<file path="src/rtl/clk_div_pkg.sv">
// rtl/clk_div_pkg.sv - shared constants and per-channel flag state for the clock-divider bank
package clk_div_pkg;

    localparam int NCH_MAX       = 16;
    localparam int DEF_NCH       = 4;
    localparam int DEF_CW        = 8;
    localparam int DEF_INIT_HALF = 0;

    // Counter and half-period registers are CW wide and live beside this struct
    typedef struct packed {
        logic out;
        logic rise;
        logic pend;
        logic halt;
    } chan_state_t;

    function automatic int ch_width(input int n);
        return (n > 1) ? $clog2(n) : 1;
    endfunction

endpackage

</file>
<file path="src/rtl/clk_div_bank_if.sv">
// rtl/clk_div_bank_if.sv - config, sync and divided-clock signals of the divider bank
interface clk_div_bank_if
    import clk_div_pkg::*;
#(
    parameter int NCH = DEF_NCH,
    parameter int CW  = DEF_CW
);
    localparam int CHW = ch_width(NCH);

    logic           cfg_valid;
    logic           cfg_ready;
    logic [CHW-1:0] cfg_ch;
    logic [CW-1:0]  cfg_half;
    logic           sync_in;
    logic [NCH-1:0] div_out;
    logic [NCH-1:0] rise_pulse;
    logic [NCH-1:0] pending;

    modport master (
        output cfg_valid, cfg_ch, cfg_half, sync_in,
        input  cfg_ready, div_out, rise_pulse, pending
    );

    modport slave (
        input  cfg_valid, cfg_ch, cfg_half, sync_in,
        output cfg_ready, div_out, rise_pulse, pending
    );

endinterface

</file>
<file path="src/rtl/clk_div_chan.sv">
// rtl/clk_div_chan.sv - one divided-clock channel; CLK_DIV_BANK_GATE_EN adds the en run-enable input
module clk_div_chan
    import clk_div_pkg::*;
#(
    parameter int CW        = DEF_CW,
    parameter int INIT_HALF = DEF_INIT_HALF
) (
    input  logic          clock,
    input  logic          reset,
    input  logic          sync,
    input  logic          acc,
    input  logic [CW-1:0] cfg_half,
`ifdef CLK_DIV_BANK_GATE_EN
    input  logic          en,
`endif
    output logic          div_out,
    output logic          rise,
    output logic          pend
);
    localparam logic [CW-1:0] H0 = CW'(INIT_HALF);

    logic [CW-1:0] cnt;
    logic [CW-1:0] h_cur;
    logic [CW-1:0] h_pend;
    chan_state_t   st;
    logic          at_top;
    logic          boundary;
    logic          hold;
    logic          halting;

    assign at_top   = (cnt == h_cur);
    assign boundary = at_top && st.out;

`ifdef CLK_DIV_BANK_GATE_EN
    assign hold    = st.halt && !en;
    assign halting = boundary && !en;
`else
    // halt is never set in this build, so hold stays low
    assign hold    = st.halt;
    assign halting = 1'b0;
`endif

    always_ff @(posedge clock or negedge reset) begin
        if (!reset) begin
            cnt    <= '0;
            h_cur  <= H0;
            h_pend <= H0;
            st     <= '0;
        end else if (sync) begin
            cnt     <= '0;
            st.out  <= 1'b0;
            st.rise <= 1'b0;
            if (st.pend) begin
                h_cur   <= h_pend;
                st.pend <= 1'b0;
            end
        end else begin
            // acc needs !pend, so it never collides with applying a pending value
            if (acc) begin
                h_pend  <= cfg_half;
                st.pend <= 1'b1;
            end
            if (hold) begin
                st.rise <= 1'b0;
            end else if (at_top) begin
                cnt     <= '0;
                st.out  <= ~st.out;
                st.rise <= ~st.out;
                st.halt <= halting;
                if (boundary && st.pend) begin
                    h_cur   <= h_pend;
                    st.pend <= 1'b0;
                end
            end else begin
                cnt     <= cnt + 1'b1;
                st.rise <= 1'b0;
                st.halt <= 1'b0;
            end
        end
    end

    assign div_out = st.out;
    assign rise    = st.rise;
    assign pend    = st.pend;

endmodule

</file>
<file path="src/rtl/clk_div_bank.sv">
// rtl/clk_div_bank.sv - bank of NCH 50% duty clock dividers; CLK_DIV_BANK_GATE_EN adds ch_en
module clk_div_bank
    import clk_div_pkg::*;
#(
    parameter int NCH       = DEF_NCH,
    parameter int CW        = DEF_CW,
    parameter int INIT_HALF = DEF_INIT_HALF
) (
    input  logic           clock,
    input  logic           reset,
`ifdef CLK_DIV_BANK_GATE_EN
    input  logic [NCH-1:0] ch_en,
`endif
    clk_div_bank_if.slave  bus
);
    localparam int CHW = ch_width(NCH);

    logic [NCH-1:0]        div_vec;
    logic [NCH-1:0]        rise_vec;
    logic [NCH-1:0]        pend_vec;
    logic [(1<<CHW)-1:0]   pend_pad;
    logic                  ch_ok;
    logic                  accept;

    // Padding lets a non-power-of-two bank index pend safely with any cfg_ch
    always_comb begin
        pend_pad          = '0;
        pend_pad[NCH-1:0] = pend_vec;
    end

    assign ch_ok         = ({1'b0, bus.cfg_ch} < (CHW+1)'(NCH));
    assign bus.cfg_ready = ch_ok && !pend_pad[bus.cfg_ch] && !bus.sync_in;
    assign accept        = bus.cfg_valid && bus.cfg_ready;

    for (genvar i = 0; i < NCH; i++) begin : g_chan
        clk_div_chan #(
            .CW        (CW),
            .INIT_HALF (INIT_HALF)
        ) u_chan (
            .clock    (clock),
            .reset    (reset),
            .sync     (bus.sync_in),
            .acc      (accept && (bus.cfg_ch == CHW'(i))),
            .cfg_half (bus.cfg_half),
`ifdef CLK_DIV_BANK_GATE_EN
            .en       (ch_en[i]),
`endif
            .div_out  (div_vec[i]),
            .rise     (rise_vec[i]),
            .pend     (pend_vec[i])
        );
    end

    assign bus.div_out    = div_vec;
    assign bus.rise_pulse = rise_vec;
    assign bus.pending    = pend_vec;

endmodule
</file>
<file path="src/flat_wrapper.sv">
// flat-port wrapper written by rule: the top's interface ports become plain ports
module clk_div_bank_flat import clk_div_pkg::*;
#(
    parameter int NCH       = DEF_NCH,
    parameter int CW        = DEF_CW,
    parameter int INIT_HALF = DEF_INIT_HALF
)
  (clock, reset, bus_cfg_valid, bus_cfg_ch, bus_cfg_half, bus_sync_in, bus_cfg_ready, bus_div_out, bus_rise_pulse, bus_pending);
  clk_div_bank_if #(.NCH(NCH), .CW(CW)) bus_i ();
  input  logic clock;
  input  logic reset;
  input wire logic [$bits(bus_i.cfg_valid)-1:0] bus_cfg_valid;
  input wire logic [$bits(bus_i.cfg_ch)-1:0] bus_cfg_ch;
  input wire logic [$bits(bus_i.cfg_half)-1:0] bus_cfg_half;
  input wire logic [$bits(bus_i.sync_in)-1:0] bus_sync_in;
  output wire logic [$bits(bus_i.cfg_ready)-1:0] bus_cfg_ready;
  output wire logic [$bits(bus_i.div_out)-1:0] bus_div_out;
  output wire logic [$bits(bus_i.rise_pulse)-1:0] bus_rise_pulse;
  output wire logic [$bits(bus_i.pending)-1:0] bus_pending;
  assign bus_i.cfg_valid = bus_cfg_valid;
  assign bus_i.cfg_ch = bus_cfg_ch;
  assign bus_i.cfg_half = bus_cfg_half;
  assign bus_i.sync_in = bus_sync_in;
  assign bus_cfg_ready = bus_i.cfg_ready;
  assign bus_div_out = bus_i.div_out;
  assign bus_rise_pulse = bus_i.rise_pulse;
  assign bus_pending = bus_i.pending;
  clk_div_bank #(.NCH(NCH), .CW(CW), .INIT_HALF(INIT_HALF)) u_core (.clock(clock), .reset(reset), .bus(bus_i));
endmodule
</file>
<file path="config.mk">
export PLATFORM = sky130hd
export DESIGN_NAME = clk_div_bank_flat
export DESIGN_NICKNAME = d
export VERILOG_FILES = /design/src/rtl/clk_div_pkg.sv /design/src/rtl/clk_div_bank_if.sv /design/src/rtl/clk_div_chan.sv /design/src/rtl/clk_div_bank.sv /design/src/flat_wrapper.sv
export SDC_FILE = /design/constraint.sdc
export NUM_CORES = 1
export LEC_CHECK = 0
export CAP_MARGIN = 10
export CORE_MARGIN = 5
export CORE_UTILIZATION = 45
export CTS_CLUSTER_DIAMETER = 120
export DETAILED_ROUTE_END_ITERATION = 12
export GPL_TIMING_DRIVEN = 0
export PLACE_DENSITY = 0.6
export SYNTH_ARGS = -nofsm -noshare
export SYNTH_HDL_FRONTEND = slang
export SYNTH_SLANG_ARGS = --single-unit
</file>
<file path="constraint.sdc">
create_clock -name clock -period 5.9 [get_ports clock]
set_clock_uncertainty 0.2 [all_clocks]
set_input_delay 1.77 -clock clock [delete_from_list [all_inputs] [get_ports clock]]
set_output_delay 1.77 -clock clock [all_outputs]
set_load 0.05 [all_outputs]
</file>
; Word level (Yosys, flattened, before mapping)
; Index checks and enable logic that the tools add are counted.
; Widths: inputs -> output; s select.
[word_totals]
regBits = 112
latch_bits = 0
mem_bits_rw = 0
rom_bits = 0
input_bits = 14
elab_cells = 160
mem_count = 0
[classes]
addsub = 4
n_mul = 0
div_mod_pow = 0
order_cmp = 1
n_eq_ne = 15
shift = 0
n_mux = 70
n_bitwise = 5
reduce_logical = 37
[ops]
columns = op, count
row1 = $mux 8, 32
row2 = $add 8x1->8 const B, 4
row3 = $eq 8x8->1, 4
row4 = $mux 1, 29
row5 = $reduce_and 2->1, 8
row6 = $reduce_and 4->1, 4
row7 = $reduce_bool 2->1, 8
row8 = $logic_and 1x1->1, 14
row9 = $mux 3, 4
row10 = $mux 2, 4
row11 = $ne 2x1->1 const B, 4
row12 = $ne 2x2->1 const B, 4
row13 = $not 1->1, 5
row14 = $eq 2x2->1 const B, 2
row15 = $lt 2x3->1 const B, 1
row16 = $bmux 1 s2, 1
row17 = $eq 2x1->1 const B, 1
row18 = $logic_not 1->1, 2
row19 = $logic_not 2->1, 1

; Longest topological paths before layout
[depth]
word_depth = 11
depth_mapped = 6

; Hierarchy
; A second synthesis with hierarchy kept.
[unflattened]
hier_cells = 560
area_unflattened_um2 = 5813.1
[modules_own_cells]
columns = module, instances, cells_each, area_each_um2, seq_area_each_um2
row1 = clk_div_chan, 4, 138, 1436.4, 675.6
row2 = clk_div_bank, 1, 8, 67.6, 0.0

; Worst setup path after synthesis
; Ideal clock, no wire load.
[synth_path]
path_kind = input -> output
from = in bus_sync_in
to = out bus_cfg_ready
arrival_time_ps = 3010
slack_ps = 920
cell_stages = 4
n_path_buf = 3
cell_sequence = clkbuf_1 > clkbuf_1 > clkbuf_1 > nor2_1
[synth_between]
elab_chain_cells = 2
[synth_rtl]
columns = item, line
row1 = "start, declared", flat_wrapper.sv:15  ; input wire logic [$bits(bus_i.sync_in)-1:0] bus_sync_in;
row2 = $logic_not 1->1, clk_div_bank.sv:32  ; assign bus.cfg_ready = ch_ok && !pend_pad[bus.cfg_ch] && !bus.sync_in;
row3 = $logic_and 1x1->1, clk_div_bank.sv:32
row4 = "end, declared", flat_wrapper.sv:16  ; output wire logic [$bits(bus_i.cfg_ready)-1:0] bus_cfg_ready;
; Every way passes these cells.

; Worst setup path in the final report
; Ends and elaborated chain as after synthesis.

==> results_dict.tcl <==
set metrics [dict create \
    synth.yosys.warnings 0 \
    die_area_mm2 0.0152 \
    diodes 0 \
    crit_type "primary input to output port" \
    worstSetupEndpointType "output port" \
    antenna_found_initial 0 \
    core_region_area_mm2 0.0126 \
    number_of_cells_on_the_worst_hold_path 1 \
    synth_edf_count 0 \
    drt-wirelength-per-cell_um 19.6 \
    synth.area.mux_share_pct 6.61 \
    horizontal_die_dimension_um 123 \
    layout.cells.most_common "sky130_fd_sc_hd__dfrtp_1" \
    run_status "finished clean" \
    maximum_number_of_pins_on_one_net_before_global_route_repair 56 \
    synthAdderAreaFrac_pct 0.864 \
    tritoncts.num_buffers 9 \
    drt-vias-per-instance 6.11 \
    post_synth_num_cell_types 34 \
    tritoncts "yes" \
    yosys_register_bits 108 \
    timing.final.max_slew_violations 0 \
    share_of_synthesized_registers_carrying_an_async_set_or_reset_pct 100 \
    finalHoldViolations 0 \
    placement_rows 41 \
    top_level_ports 27 \
    yosys.area_share.simple_pct 19.2 \
    die_h_um 123 \
    grt-ovfl-total 0 \
    detailroute.via_count 4780 \
    slew-limit-headroom_pct 42.1 \
    maximum_vdd_drop_uv 153 \
    number_of_maximum_capacitance_violations 0 \
    critPathMaxStageDelay_ns 0.67 \
    grt_pass1_vias 4665 \
    total_power_after_layout_uw 1690 \
    clock_tree.buffer_depth 2 \
    syn_inst 568 \
    area_growth_pct 14.2 \
    cp.arrival_ns 3.84 \
    reg2reg_depth 5 \
    mostFrequentLayoutCells "sky130_fd_sc_hd__dfrtp_1 (108), sky130_fd_sc_hd__nand3_1 (52), sky130_fd_sc_hd__nor3_1 (52), sky130_fd_sc_hd__and3_1 (41), sky130_fd_sc_hd__xnor2_1 (36)" \
    finalSetupViolCount 0 \
    synth_top_family_by_area "simple AND/OR/NAND/NOR gates" \
    drc 0 \
    synth-seq-area-share_pct 46.7 \
    cp_data_required_time_ns 3.93 \
    clock.fmax_mhz 172 \
    drive_gt1_share_pct 12.6 \
    placement.io_buffers 26 \
    max_slew.worst_pin.slew_ns 0.868 \
    clock_insertion_delay_worst_skew_ns 0.36 \
    cts.repair_timing.setup_buffer_count 0 \
    fin_crit_ns 5.81 \
    start_kind "primary input" \
    gp_routability_congestion 0.813 \
    drt_pass1_iterations 5 \
    synthFlopType "sky130_fd_sc_hd__dfrtp_1" \
    grt_usage_pct 21.1 \
    aggregate_routed_wire_length_um 15300 \
    clk_pin_slew_ns 0.07 \
    fillerInstances 1163 \
    clock_tree.root_cell "sky130_fd_sc_hd__clkbuf_16" \
    hold_class "register to register" \
    synth_area_per_cell_um2 10.2 \
    cellPowerDensity_mw_per_mm2 255 \
    setup_repair_after_global_routing_missed_its_margin "no" \
    crit_family "buffers and inverters" \
    first_iter_violations 475 \
    worst-path-max-fanout 19 \
    dp.final_hpwl_um 10500 \
    p_leak_uw 0.00286 \
    xor_xnor_cell_area_share_of_the_yosys_netlist_pct 8.47 \
    num-nets-final 623 \
    net_count_after_synthesis 586 \
    synth_compound_area_share_pct 11.3 \
    timing.final.crit_share_pct 98.5 \
    grt_first_pass_wirelength_um 24900 \
    worstSetupPathDepth 5 \
    cts_htree_levels 3 \
    crit_buf_inv 4 \
    post_synth_instance_area_mm2 0.00579 \
    tritoncts_num_sinks 108 \
    initial_core_util_pct 45.9 \
    crit_path_cell_trace "clkdlybuf4s50_1 > buf_2 > clkbuf_2 > nor2_1 > clkdlybuf4s15_1" \
    postRouteAntennaNets 0 \
    worst_path_max_delay_cell "sky130_fd_sc_hd__clkdlybuf4s50_1" \
    final_hold_slack_ns 0.333 \
]
==> per-stage QoR <==
step	std cells	instance area (µm²)	TNS, ns	setup WS [ns]	utilization [%]
after floorplan	568	5790	0	0.920	-
after global placement	766	6270	-147.52	-1.37	49.7
after detailed placement	767	6290	-1.04	-1.04	49.9
after CTS	782	6610	0	0.0778	52.4
after global routing	782	6620	0	0.00224	52.4
final	782	6620	0	0.0861	52.4
==> worst paths after layout <==
kind                       slack [ns]                         startpoint                                 to
hold / removal                   0.33  u_core.g_chan[2].u_chan.h_pend[7]  u_core.g_chan[2].u_chan.h_pend[7]
setup / recovery                 0.09                        bus_sync_in                      bus_cfg_ready
setup reg to reg                 3.64       u_core.g_chan[1].u_chan.pend  u_core.g_chan[1].u_chan.h_pend[1]
min in group asynchronous        1.25                              reset     u_core.g_chan[0].u_chan.cnt[3]
max in group asynchronous        3.53                              reset     u_core.g_chan[3].u_chan.cnt[7]
hold reg to reg                  0.33  u_core.g_chan[2].u_chan.h_pend[7]  u_core.g_chan[2].u_chan.h_pend[7]
==> layer usage <==
layer	up-vias	part of all wire, %	track usage (%)
li1	2160	-	-
met1	2447	47	30.6
met2	157	47	32.7
met3	16	4.8	2.84
met4	0	1.5	7.13
met5	-	0	0
==> cell usage after synthesis (9+ instances only) <==
cell type	number	share of area, %
sky130_fd_sc_hd__dfrtp_1	108	47
sky130_fd_sc_hd__nand3_1	52	4.5
sky130_fd_sc_hd__nor3_1	52	4.5
sky130_fd_sc_hd__and3_1	41	4.4
sky130_fd_sc_hd__xnor2_1	36	5.4
sky130_fd_sc_hd__inv_1	34	2.2
sky130_fd_sc_hd__a221oi_1	32	4.8
sky130_fd_sc_hd__mux2_2	32	6.2
sky130_fd_sc_hd__o311ai_0	32	4.8
sky130_fd_sc_hd__clkbuf_1	24	1.6
sky130_fd_sc_hd__xor2_1	20	3.0
sky130_fd_sc_hd__nor2_1	15	0.97
sky130_fd_sc_hd__buf_4	12	1.6
sky130_fd_sc_hd__buf_1	9	0.58
sky130_fd_sc_hd__buf_2	9	0.78
==> logic make-up (layout without fill, tap and decap cells) <==
logic type | after synthesis | in the layout
AND/OR/NAND/NOR | 198 | 198
flip-flops | 108 | 108
buffers and inverters | 91 | 133
AO/OA/AOI/OAI | 78 | 78
XOR/XNOR | 56 | 56
multiplexers | 33 | 33
adder cells (fa/ha/maj) | 4 | 4
==> power by group <==
group | internal (µW) | switching, µW
clock | 375 | 285
combinational | 80.7 | 84.2
sequential | 802 | 60.8
total | 1260 | 430
==> flip-flops by register name, indices dropped and copies added (netlist names) <==
name and count:
u_core.g_chan.u_chan.cnt 32, u_core.g_chan.u_chan.h_pend 32, u_core.g_chan.u_chan.rise 4, u_core.g_chan.u_chan.pend 4, u_core.g_chan.u_chan.div_out 4, u_core.g_chan.u_chan.h_cur 32
==> what timing repair did <==
| item | CTS | global route |
|---|---|---|
| endpoints found under the setup margin | 1 | 1 |
| gates resized for setup | 3 | 2 |
| pin swaps | 0 | 0 |
| hold buffers | 0 | 0 |
==> layout make-up <==
cell class / count / area, µm² / area share [%]
flip-flops and latches: 108 / 2700 / 40.9
multi-input cells: 369 / 2690 / 40.6
repair buffers: 27 / 285 / 4.31
clock buffers: 13 / 280 / 4.24
plain buffers: 54 / 269 / 4.07
well taps: 172 / 215 / 3.25
inverters: 36 / 135 / 2.04
clock inverters: 3 / 42.5 / 0.643
Note: power is estimated with default switching activity, not from simulation.
